`src/rtl/urng_taus_pair.sv`:
```
// Dual taus88 uniform source for the AWGN datapath.
// Two lockstep generators feed a 48-bit log operand and a 16-bit angle.
module urng_taus_pair #(
  parameter logic [31:0] SEED_A1 = 32'd2,
  parameter logic [31:0] SEED_A2 = 32'd8,
  parameter logic [31:0] SEED_A3 = 32'd16,
  parameter logic [31:0] SEED_B1 = 32'd2,
  parameter logic [31:0] SEED_B2 = 32'd8,
  parameter logic [31:0] SEED_B3 = 32'd16,
  parameter logic [15:0] WARMUP  = 16'd0
) (
  input  logic        clk,
  input  logic        rst_n,
  input  logic        reseed,
  input  logic        out_ready,
  output logic        out_valid,
  output logic [47:0] u0,
  output logic [15:0] u1,
  output logic        busy
);

  typedef enum logic [1:0] {
    S_LOAD,
    S_WARM,
    S_RUN
  } state_e;

  // Low bits are forced so no component can lock up at zero.
  localparam logic [31:0] A1_INIT = SEED_A1 | 32'h2;
  localparam logic [31:0] A2_INIT = SEED_A2 | 32'h8;
  localparam logic [31:0] A3_INIT = SEED_A3 | 32'h10;
  localparam logic [31:0] B1_INIT = SEED_B1 | 32'h2;
  localparam logic [31:0] B2_INIT = SEED_B2 | 32'h8;
  localparam logic [31:0] B3_INIT = SEED_B3 | 32'h10;
  localparam logic [15:0] WARM_LAST = WARMUP - 16'd1;

  function automatic logic [31:0] t1(input logic [31:0] s);
    return ((s & 32'hFFFF_FFFE) << 12) ^ (((s << 13) ^ s) >> 19);
  endfunction

  function automatic logic [31:0] t2(input logic [31:0] s);
    return ((s & 32'hFFFF_FFF8) << 4) ^ (((s << 2) ^ s) >> 25);
  endfunction

  function automatic logic [31:0] t3(input logic [31:0] s);
    return ((s & 32'hFFFF_FFF0) << 17) ^ (((s << 3) ^ s) >> 11);
  endfunction

  state_e      state_q;
  logic [15:0] cnt_q;
  logic        valid_q;
  logic        busy_q;
  logic [47:0] u0_q;
  logic [15:0] u1_q;

  logic [31:0] a1_q, a2_q, a3_q;
  logic [31:0] b1_q, b2_q, b3_q;
  logic [31:0] a1_d, a2_d, a3_d;
  logic [31:0] b1_d, b2_d, b3_d;
  logic [31:0] wa, wb;
  logic [47:0] raw0;
  logic [47:0] u0_d;
  logic [15:0] u1_d;
  logic        take;

  assign a1_d = t1(a1_q);
  assign a2_d = t2(a2_q);
  assign a3_d = t3(a3_q);
  assign b1_d = t1(b1_q);
  assign b2_d = t2(b2_q);
  assign b3_d = t3(b3_q);

  assign wa   = a1_d ^ a2_d ^ a3_d;
  assign wb   = b1_d ^ b2_d ^ b3_d;
  assign raw0 = {wa, wb[31:16]};
  assign u0_d = (raw0 == 48'd0) ? 48'd1 : raw0;
  assign u1_d = wb[15:0];
  assign take = !valid_q || out_ready;

  assign out_valid = valid_q;
  assign u0        = u0_q;
  assign u1        = u1_q;
  assign busy      = busy_q;

  always_ff @(posedge clk or negedge rst_n) begin
    if (!rst_n) begin
      a1_q    <= A1_INIT;
      a2_q    <= A2_INIT;
      a3_q    <= A3_INIT;
      b1_q    <= B1_INIT;
      b2_q    <= B2_INIT;
      b3_q    <= B3_INIT;
      state_q <= S_LOAD;
      cnt_q   <= '0;
      valid_q <= 1'b0;
      busy_q  <= 1'b1;
      u0_q    <= '0;
      u1_q    <= '0;
    end else if (reseed) begin
      a1_q    <= A1_INIT;
      a2_q    <= A2_INIT;
      a3_q    <= A3_INIT;
      b1_q    <= B1_INIT;
      b2_q    <= B2_INIT;
      b3_q    <= B3_INIT;
      state_q <= S_LOAD;
      cnt_q   <= '0;
      valid_q <= 1'b0;
      busy_q  <= 1'b1;
    end else begin
      unique case (state_q)
        S_LOAD: begin
          cnt_q <= '0;
          if (WARMUP != 16'd0) begin
            state_q <= S_WARM;
            busy_q  <= 1'b1;
          end else begin
            state_q <= S_RUN;
            busy_q  <= 1'b0;
          end
        end
        S_WARM: begin
          a1_q <= a1_d;
          a2_q <= a2_d;
          a3_q <= a3_d;
          b1_q <= b1_d;
          b2_q <= b2_d;
          b3_q <= b3_d;
          if (cnt_q == WARM_LAST) begin
            state_q <= S_RUN;
            busy_q  <= 1'b0;
          end else begin
            cnt_q <= cnt_q + 16'd1;
          end
        end
        S_RUN: begin
          if (take) begin
            a1_q    <= a1_d;
            a2_q    <= a2_d;
            a3_q    <= a3_d;
            b1_q    <= b1_d;
            b2_q    <= b2_d;
            b3_q    <= b3_d;
            u0_q    <= u0_d;
            u1_q    <= u1_d;
            valid_q <= 1'b1;
          end
        end
        default: begin
          state_q <= S_LOAD;
          busy_q  <= 1'b1;
        end
      endcase
    end
  end

endmodule

```
`config.mk`:
```
export PLATFORM = sky130hd
export DESIGN_NAME = urng_taus_pair
export DESIGN_NICKNAME = d
export VERILOG_FILES = /design/src/rtl/urng_taus_pair.sv
export SDC_FILE = /design/constraint.sdc
export NUM_CORES = 1
export LEC_CHECK = 0
export CORE_MARGIN = 3
export CORE_UTILIZATION = 50
export DETAILED_ROUTE_END_ITERATION = 8
export PLACE_DENSITY = 0.71
export SYNTH_ARGS = -nofsm -noshare
export SYNTH_HDL_FRONTEND = slang
export SYNTH_SLANG_ARGS = --single-unit
```
`constraint.sdc`:
```
create_clock -name clk -period 3.7 [get_ports clk]
set_clock_uncertainty 0.05 [all_clocks]
set_input_delay 0.37 -clock clk [delete_from_list [all_inputs] [get_ports clk]]
set_output_delay 0.37 -clock clk [all_outputs]
set_load 0.01 [all_outputs]
```
Word-level counts from Yosys, hierarchy flattened --
Cells that the tools add are included.
Word-level totals: word-level logic and storage cells 81, latch bits 0, output and inout bits 66, input bits 4, memory bits (read-only) 0, register bits after elaboration 276, memories 0, RAM bits 0
Cells by class: $lt $le $gt $ge 0, bitwise logic cells 17, shift operators 0, div/mod/pow operators 0, equality and inequality tests 7, multipliers 0, add/subtract/negate cells 1, reductions and logical operators 13, muxes and demuxes 31
Operators with widths (number):
- 32-bit 2-to-1 mux | 12
- 32-bit one-hot mux with 2 select lines | 6
- 32-bit XOR | 10
- 32-bit by 13-bit XOR with 32-bit output | 2
- 32-bit by 21-bit XOR with 32-bit output | 2
- 32-bit by 7-bit XOR with 32-bit output | 2
- 48-bit zero test | 1
- 48-bit 2-to-1 mux | 1
- 16-bit 2-to-1 mux | 2
- 16-bit one-hot mux with 2 select lines | 1
- 16-bit by 1-bit adder with 16-bit output, second input constant | 1
- 16-bit == test, second input constant | 1
- 3-bit != test, second input constant | 3
- 2-bit AND reduction | 4
- 2-bit one-hot mux with 3 select lines | 1
- 3-bit nonzero test | 2
- 1-bit 2-to-1 mux | 5
- 2-bit 2-to-1 mux | 2
- 2-bit nonzero test | 2
- 1-bit one-hot mux with 3 select lines | 1
- 3-bit AND reduction | 1
- 2-bit by 1-bit == test with 1-bit output, second input constant | 1
- 2-bit == test, second input constant | 1
- 2-bit zero test | 1
- 4 further kinds | 4

Logic depth before layout (Yosys ltp) --
Gate-level depths: netlist (run 1).
depth in word-level cells 6, depth in mapped cells 7, mapped depth without buffers 6

Worst setup path before layout (run 1) --
Ideal clock, no wire load.
kind flip-flop to flip-flop, start reg a3_q[11], end reg u0_q[0], in the netlist u0[0], required time 3.574 ns, path buffers 1, setup time 0.076 ns, arrival time 1.822 ns, cell stages (with the launch flop) 8, period minus slack after synthesis 1.948 ns, slack 1.752 ns, cells stage by stage dfrtp_1 buf_6 xor2_1 xnor3_1 nand4_1 or4b_1 nand4bb_1 o21ai_1
On the way: longest elaborated chain between the ends 5
Ends and longest elaborated chain:
- start: declaration | line 56 | logic [31:0] a1_q, a2_q, a3_q;
- start signal: assignment | line 89 | a3_q <= A3_INIT;
- start signal: assignment | line 102 | a3_q <= A3_INIT;
- start signal: assignment | line 125 | a3_q <= a3_d;
- 32-bit XOR | line 46 | return ((s & 32'hFFFF_FFF0) << 17) ^ (((s << 3) ^ s) >> 11);
- 32-bit by 21-bit XOR with 32-bit output (*) | line 46
- 32-bit XOR (*) | line 73 | assign wa = a1_d ^ a2_d ^ a3_d;
- 48-bit zero test (*) | line 76 | assign u0_d = (raw0 == 48'd0) ? 48'd1 : raw0;
- 48-bit 2-to-1 mux (*) | line 76
- end signal: assignment | line 144 | u0_q <= u0_d;
- end: declaration | line 53 | logic [47:0] u0_q;
Mark *: on every way between the ends. The rest lies on a longest branch, timed or not. A chain may end at the register's enable or synchronous reset.

Final worst setup path (run 1) --
start reg a3_q[17], end reg u0_q[0], in the netlist u0[0]
On the way: longest elaborated chain between the ends 5
Ends and longest elaborated chain (line):
- 32-bit XOR | 46
- 32-bit by 21-bit XOR with 32-bit output | 46
- 32-bit XOR | 73
- 48-bit zero test | 76
- 48-bit 2-to-1 mux | 76
No other way between the ends.

==> results of run 1 <==
## synth_stat cells
cell type and count:
nand2_1 97, o21a_1 1, nand3_1 2, nor4b_1 1, inv_1 1, nor4_1 1, o21ai_1 1, nand2_2 1
buf_6 1, clkbuf_8 1, buf_8 1, xnor3_2 5, buf_2 2, or4b_1 1, a21oi_1 6, dfrtp_1 236
xor2_1 86, nand3b_1 1, nor3_1 1, nand2b_1 1, and3_1 1, dfstp_2 7, mux2_2 1, buf_4 1
nand4bb_1 1, clkbuf_2 1, xnor2_1 111, nand4_1 7, o21ai_0 71, xnor3_1 1, nor2_1 10, clkbuf_1 58
a22o_1 153, o22a_1 1, and4b_1 1, a22o_2 2
## stage by stage
stage | cells | hold WS (ns)
2_1_floorplan | 874 | 0.0244
3_3_place_gp | 1159 | 0.410
3_5_place_dp | 1159 | 0.410
4_1_cts | 1207 | 0.421
5_1_grt | 1207 | 0.444
6_report | 1207 | 0.420
## final cells by class
cell class | count | share of cell area (%)
repair buffers | 81 | 6.67
multi-input cells | 565 | 34.0
well taps | 270 | 2.73
clock buffers | 34 | 6.00
inverters | 1 | 0.0303
flip-flops and latches | 243 | 49.2
clock inverters | 13 | 1.36
## flip-flops by register name, summed over array words and instances (netlist names)
signal	cells
a1_q	31
a2_q	29
a3_q	28
b1_q	31
b2_q	29
b3_q	28
busy	1
out_valid	1
state_q	1
u0	48
u1	16
## cell usage in the layout, fill, tap and decap left out, drive strengths merged, types with 6 or more instances in the layout
cell and instances:
clkinv 8, nor2 10, clkdlybuf4s50 68, dfrtp 236, xnor2 111, dfstp 7
nand2 98, xor2 86, clkbuf 34, o21ai 72, a22o 155, buf 12
xnor3 6, nand4 7, a21oi 6
## worst max-delay path, stage by stage, from the launching register on
cell       delay [ns]
dfrtp_1          0.43
xor2_1           0.39
xnor3_2          0.34
nand4_1          0.08
or4b_1           0.55
nand4bb_1        0.27
o21ai_1          0.17
## layer usage
metal	share of wire [%]	routed length [µm]
met5	0	0
met4	2.3	592
met3	3.6	919
met2	50	12800
met1	44	11100
## where the power goes
group	internal (W)	total, W	switching [W]
clock network	0.00169	0.00275	0.00107
registers	0.00273	0.00279	0.0000583
logic	0.000180	0.000460	0.000280
total	0.00460	0.00600	0.00141
## final timing paths
check,startpoint,endpoint,slack (ns),cells past startpoint
setup / recovery,a3_q[17],u0[0],1.34,6
hold / removal,busy,busy,0.42,2
setup reg to reg,a3_q[17],u0[0],1.34,6
hold reg to reg,busy,busy,0.42,2
max in group asynchronous,rst_n,u0[12],2.14,3
min in group asynchronous,rst_n,state_q[1],0.45,2
## cells by family (layout without fill, tap and decap cells)
kind of cell,Yosys count,count (layout),synth area share [%]
flip-flops,243,243,57.7
AO/OA/AOI/OAI,235,235,16.7
XOR/XNOR,203,203,17.7
AND/OR/NAND/NOR,126,126,5.05
buffers and inverters,66,129,2.69
multiplexers,1,1,0.107
==> results by group, run 1 <==
Critical path
  – Endpoint kind of the worst setup timing path: flip-flop
  – Critical Path Fanout Max: 3
  – Worst path required time: roughly 4 ns
  – Arrival time of data at the critical path endpoint: 2.76 ns
  – Setup crit start kind: flip-flop
  – Crit path kind: reg -> reg

Clock network
  – CTS tree: built
  – Post_cts resized: 0
  – Post-CTS Setup Repair Bufs: 0
  – Clock buffer count from CTS: 26
  – Clock Path Buffers: 3
  – Clock transition at the register clock pins on the worst setup and hold paths after CTS: about 0.070 ns
  – Library cell used as clock root buffer: clkbuf_16
  – H-tree depth reported by CTS: 1
  – Hold-fix buffers at CTS: 1
  – Clock sink count: ~240
  – Clk Latency, worst-skew pair: 0.53 ns

Job
  – Reported max-cap violation count: 0

Global routing
  – Most used routing layer in global routing: met2
  – Initial antenna violation count: 0
  – Met2 track demand over resource: 38.1%
  – Combined global-route utilization of all metal layers: between 20% and 30%
  – Global-route wire length before repair: 39800 µm
  – Via count of the first global-routing pass: 6774
  – GRT met1 Usage: 31.6%
  – Sum of overflow across all layers after global routing: 0
  – Met3 global-route usage: between 2 and 3%
  – Maximum number of pins on one net before global-route repair: ~120

Power
  – Power density over the cells: 485 mW/mm²
  – Leakage power figure: 5.92 nW
  – Power Total: between 0.006 and 0.007 W
  – Worst ir drop on vdd: roughly 0.00031 V

Logic synthesis
  – Portion of the post-synthesis area used by sequential elements: between 50 and 60%
  – Mapped Nets: between 800 and 900
  – Most area-hungry cell type in the Yosys netlist: dfrtp_1
  – Proportion of netlist area held by the largest area contributor: 56.0%
  – Number of storage elements in the synthesis netlist: 243
  – Number of distinct library cells after synthesis: 36
  – Mean post-synth cell area: ~12 µm²
  – Leading post-synthesis cells by cell area: dfrtp_1, a22o_1, xnor2_1
  – Synth Instances: 874
  – Synth Cell Area: 0.0106 mm²
  – Number of warnings issued by yosys: 0

STA
  – Least setup slack across all paths after layout: ~1.3 ns
  – Least-Margin Pin Slew: 0.951 ns
  – Count of endpoints failing hold in the final timing report: 0
  – Number of setup violations in the final report: 0
  – Final critical path time including I/O delays and setup: between 2 and 2.5 ns
  – Setup TNS after final layout: 0 ns
  – Max frequency: 423 MHz
  – Unrepaired setup endpoints after global routing: false
  – Share of the clock period used by the worst path: 63.8%
  – Max-slew violations: 0
  – Max-slew headroom: 36.6%

Drt
  – First DRT Iteration DRCs: approximately 470
  – Overall routed net length: between 20000 and 30000 µm
  – Detailed-routing iteration count for the pre-antenna-repair pass: 5
  – Total via count after detailed routing: around 7000
  – DR vias/cell: 5.67
  – Number of design rule violations left after detail routing: 0
  – Final ANT Viol Nets: 0
  – Average routed wire per standard cell: around 21 µm

Cells and area
  – Antenna fix cells: 0
  – Number of inserted filler cells in the final layout: 1653
  – Fraction of final layout cells sized beyond drive strength 1: 8.00%
  – Post-route standard cell area excluding fillers: 0.0124 mm²
  – Register Area: 0.00609 mm²
  – Layout area overhead: 17.3%
  – Post-route core utilization: 60.4%
  – Multi-input combinational cell area: ~0.0042 mm²
  – Nets@finish: between 900 and 1000

Place
  – Setup slack after placement: 1.07 ns
  – Quantity of I/O buffers inserted on ports: 69
  – Final weighted congestion of routability-driven global placement: 0.803
  – Placement-stage cell area: between 0.01 and 0.015 mm²
  – Sum of net half-perimeters after detailed placement: 17300 µm

Floorplan
  – Starting density of the core: approximately 50%
  – Horizontal die dimension: 151 µm
  – Die ar.: 0.0229 mm²
  – Area of the placeable core: between 0.02 and 0.025 mm²
  – Number of placed I/O pins: 70
  – Die Span Y: 151 µm
  – Number of core rows: 52

Hold path
  – Kind of path behind the tightest hold check: reg -> reg

Outcome
  – Run status: complete, no violations
(Power assumes the default switching activity.)
==> inputs of run 2 (changes only) <==
Settings changed: PLACE_DENSITY 0.71 to 0.74.
Clock period 3.7 ns to 2.1 ns, I/O delays scaled along.
==> run 2 against run 1 <==
  * Count of clock-buffer cells in the layout rose by 5
  * Clock power rose by 76%
  * Register-to-register slack got worse by 1.3 ns
  * Die area did not move
  * Worst setup slack got worse by 1.3 ns
  * Utilization rose by 2.4 points
  * Fmax rose by 15%
  * Sequential power rose by 76%
  * Critical path type unchanged
  * Largest cell class unchanged
  * Largest power group unchanged
  * Highest routed layer unchanged
==> results by group, run 2 (synthesized netlist as in run 1, its figures left out) <==
STA
  – Max-slew headroom: 67.3% (was 36.6%)
  – Max-slew violations: 0 (unchanged)
  – Final critical path time including I/O delays and setup: 2.05 ns (was 2.36 ns)
  – Least-Margin Pin Slew: 0.488 ns (was 0.951 ns)
  – Least setup slack across all paths after layout: 0.0485 ns (was 1.34 ns)
  – Max frequency: 487 MHz (was 423 MHz)
  – Number of setup violations in the final report: 0 (unchanged)
  – Share of the clock period used by the worst path: 97.7% (was 63.8%)
  – Unrepaired setup endpoints after global routing: true (was false)
  – Hold WS: 0.179 ns (was 0.420 ns)
  – Count of endpoints failing hold in the final timing report: 0 (unchanged)

Floorplan
  – Number of placed I/O pins: 70 (unchanged)
  – Starting density of the core: 51.5% (unchanged)
  – Die ar.: 0.0229 mm² (unchanged)
  – Area of the placeable core: 0.0205 mm² (unchanged)
  – Number of core rows: 52 (unchanged)
  – Die Span Y: 151 µm (unchanged)
  – Horizontal die dimension: 151 µm (unchanged)

Power
  – Worst ir drop on vdd: 0.000623 V (was 0.000308 V)
  – Power density over the cells: 827 mW/mm² (was 485 mW/mm²)
  – Leakage power figure: 6.14 nW (was 5.92 nW)

Critical path
  – Slowest CP cell: or4b_1 (unchanged)
  – Crit path kind: reg -> reg (unchanged)
  – Startpoint of the most critical register-to-register path: a1_q[23] (was a3_q[17])
  – Setup crit start kind: flip-flop (unchanged)
  – Arrival time of data at the critical path endpoint: 2.45 ns (was 2.76 ns)
  – Endpoint kind of the worst setup timing path: flip-flop (unchanged)
  – CP top delay family: simple AND/OR/NAND/NOR gates (unchanged)
  – Worst path required time: 2.50 ns (was 4.10 ns)
  – Reg-to-reg endpoint: u0[0] (unchanged)
  – Worst reg2reg path depth: 6 (unchanged)
  – Setup slack on the worst flop-to-flop path: 0.05 ns (was 1.34 ns)
  – Largest stage delay on the critical path: 0.51 ns (was 0.55 ns)
  – Critical Path Fanout Max: 2 (was 3)
  – Count of buffer and inverter cells on the critical path: 0 (unchanged)
  – Worst-path cell chain: xnor2_2, xnor3_2, nand2_2, or4b_1, nand4bb_1, o21ai_1 (was xor2_1, xnor3_2, nand4_1, or4b_1, nand4bb_1, o21ai_1)

Global routing
  – Initial antenna violation count: 0 (unchanged)
  – Maximum number of pins on one net before global-route repair: 72 (was 122)
  – Via count of the first global-routing pass: 7162 (was 6774)
  – Sum of overflow across all layers after global routing: 0 (unchanged)
  – Global-route wire length before repair: 42000 µm (was 39800 µm)
  – Combined global-route utilization of all metal layers: 24.0% (was 22.6%)

Drt
  – Detailed-routing iteration count for the pre-antenna-repair pass: 5 (unchanged)
  – First DRT Iteration DRCs: 580 (was 471)
  – Average routed wire per standard cell: 21.8 µm (was 21.1 µm)
  – Number of design rule violations left after detail routing: 0 (unchanged)
  – DR vias/cell: 5.72 (was 5.67)
  – Overall routed net length: 27100 µm (was 25500 µm)
  – Total via count after detailed routing: 7131 (was 6840)
  – Final ANT Viol Nets: 0 (unchanged)

Cells and area
  – Fraction of final layout cells sized beyond drive strength 1: 13.1% (was 8.00%)
  – Layout area overhead: 21.9% (was 17.3%)
  – Post-route core utilization: 62.8% (was 60.4%)
  – Commonest non-fill, non-tap cells in the layout: dfrtp_1, a22o_1, xnor2_1, nand2_1, xor2_1 (unchanged)
  – Antenna fix cells: 0 (unchanged)
  – Post-layout instance count excluding filler cells: 1247 (was 1207)
  – Flip-flop count of the largest register, all copies and words added: 48 (unchanged)
  – Most common cell after layout, fill and taps aside: dfrtp_1 (unchanged)
  – Nets@finish: 961 (was 922)

Clock network
  – Clock transition at the register clock pins on the worst setup and hold paths after CTS: 0.06 ns (was 0.07 ns)
  – Clock Path Buffers: 3 (unchanged)
  – H-tree depth reported by CTS: 1 (unchanged)
  – CTS tree: built (unchanged)
  – Clk Latency, worst-skew pair: 0.52 ns (was 0.53 ns)
  – Clock sink count: 243 (unchanged)
  – Library cell used as clock root buffer: clkbuf_16 (unchanged)
  – Clock buffer count from CTS: 26 (unchanged)

Place
  – Setup slack after placement: -0.0165 ns (was 1.07 ns)
  – Final weighted congestion of routability-driven global placement: 0.913 (was 0.803)
  – Quantity of I/O buffers inserted on ports: 69 (unchanged)
  – Sum of net half-perimeters after detailed placement: 18900 µm (was 17300 µm)
  – Placed Cells: 1193 (was 1159)

Outcome
  – Run status: complete, no violations (unchanged)

Hold path
  – Kind of path behind the tightest hold check: in -> async (was reg -> reg)

Job
  – Reported max-cap violation count: 0 (unchanged)
==> run 2: cell types whose count changed in the layout (fill, tap and decap cells not counted) <==
cell,previous run,this run
clkbuf_1,3,8
buf_4,8,39
xor2_2,0,5
xnor2_1,111,103
dfrtp_2,0,5
xnor2_2,0,8
clkinvlp_4,1,0
dfrtp_1,236,231
xor2_1,86,81
buf_12,3,11
clkinv_2,8,5
==> run 2: layout make-up <==
class	instances	area, µm²
Tap cell	270	338
Sequential cell	243	6100
Clock buffer	39	761
Inverter	1	3.75
Timing Repair Buffer	120	1220
Clock inverter	9	145
Fill cell	1617	7630
Multi-Input combinational cell	565	4300
==> run 2: timing repair <==
action | CTS | global route
pin swaps | 0 | 11
resized for setup | 1 | 17
gates cloned | 0 | 0
endpoints found under the hold margin | 54 | 0
buffers inserted | 0 | 5
endpoints found under the setup margin | 1 | 1
hold buffers | 1 | 0
==> run 2: power breakdown <==
part | internal, W | switching (W) | total [W] | leakage, nW
clock network | 0.00299 | 0.00185 | 0.00484 | 0.447
logic | 0.000367 | 0.000519 | 0.000886 | 2.37
registers | 0.00481 | 0.000101 | 0.00492 | 3.32
total | 0.00817 | 0.00247 | 0.0106 | 6.14
==> run 2: how the worst max path moves through the flow <==
stage	start	endpoint	slack, ns	cells past startpoint
detailed placement	a3_q[17]	u0[0]	-0.02	6
global placement	a3_q[17]	u0[0]	0.06	6
global route	a1_q[22]	u0[0]	-0.04	6
floorplan	a3_q[11]	u0[0]	0.15	7
CTS	a1_q[27]	u0[0]	0.04	6
finish	a1_q[23]	u0[0]	0.05	6
==> run 2: per-layer routing <==
metal / track usage, % / wire length, µm
met2: 40.1 / 13600
met1: 33.0 / 11200
met5: 0 / 0
met4: 7.34 / 952
met3: 3.05 / 1380
==> run 2: per-stage QoR <==
stage | setup TNS, ns | total power, W | instance area, µm²
floorplan | 0 | 0.00538 | 10600
finish | 0 | 0.0106 | 12900
detailed placement | -0.0165 | 0.00588 | 11800
global route | -0.0379 | 0.0110 | 12900
CTS | 0 | 0.0107 | 12700
global placement | 0 | 0.00587 | 11800
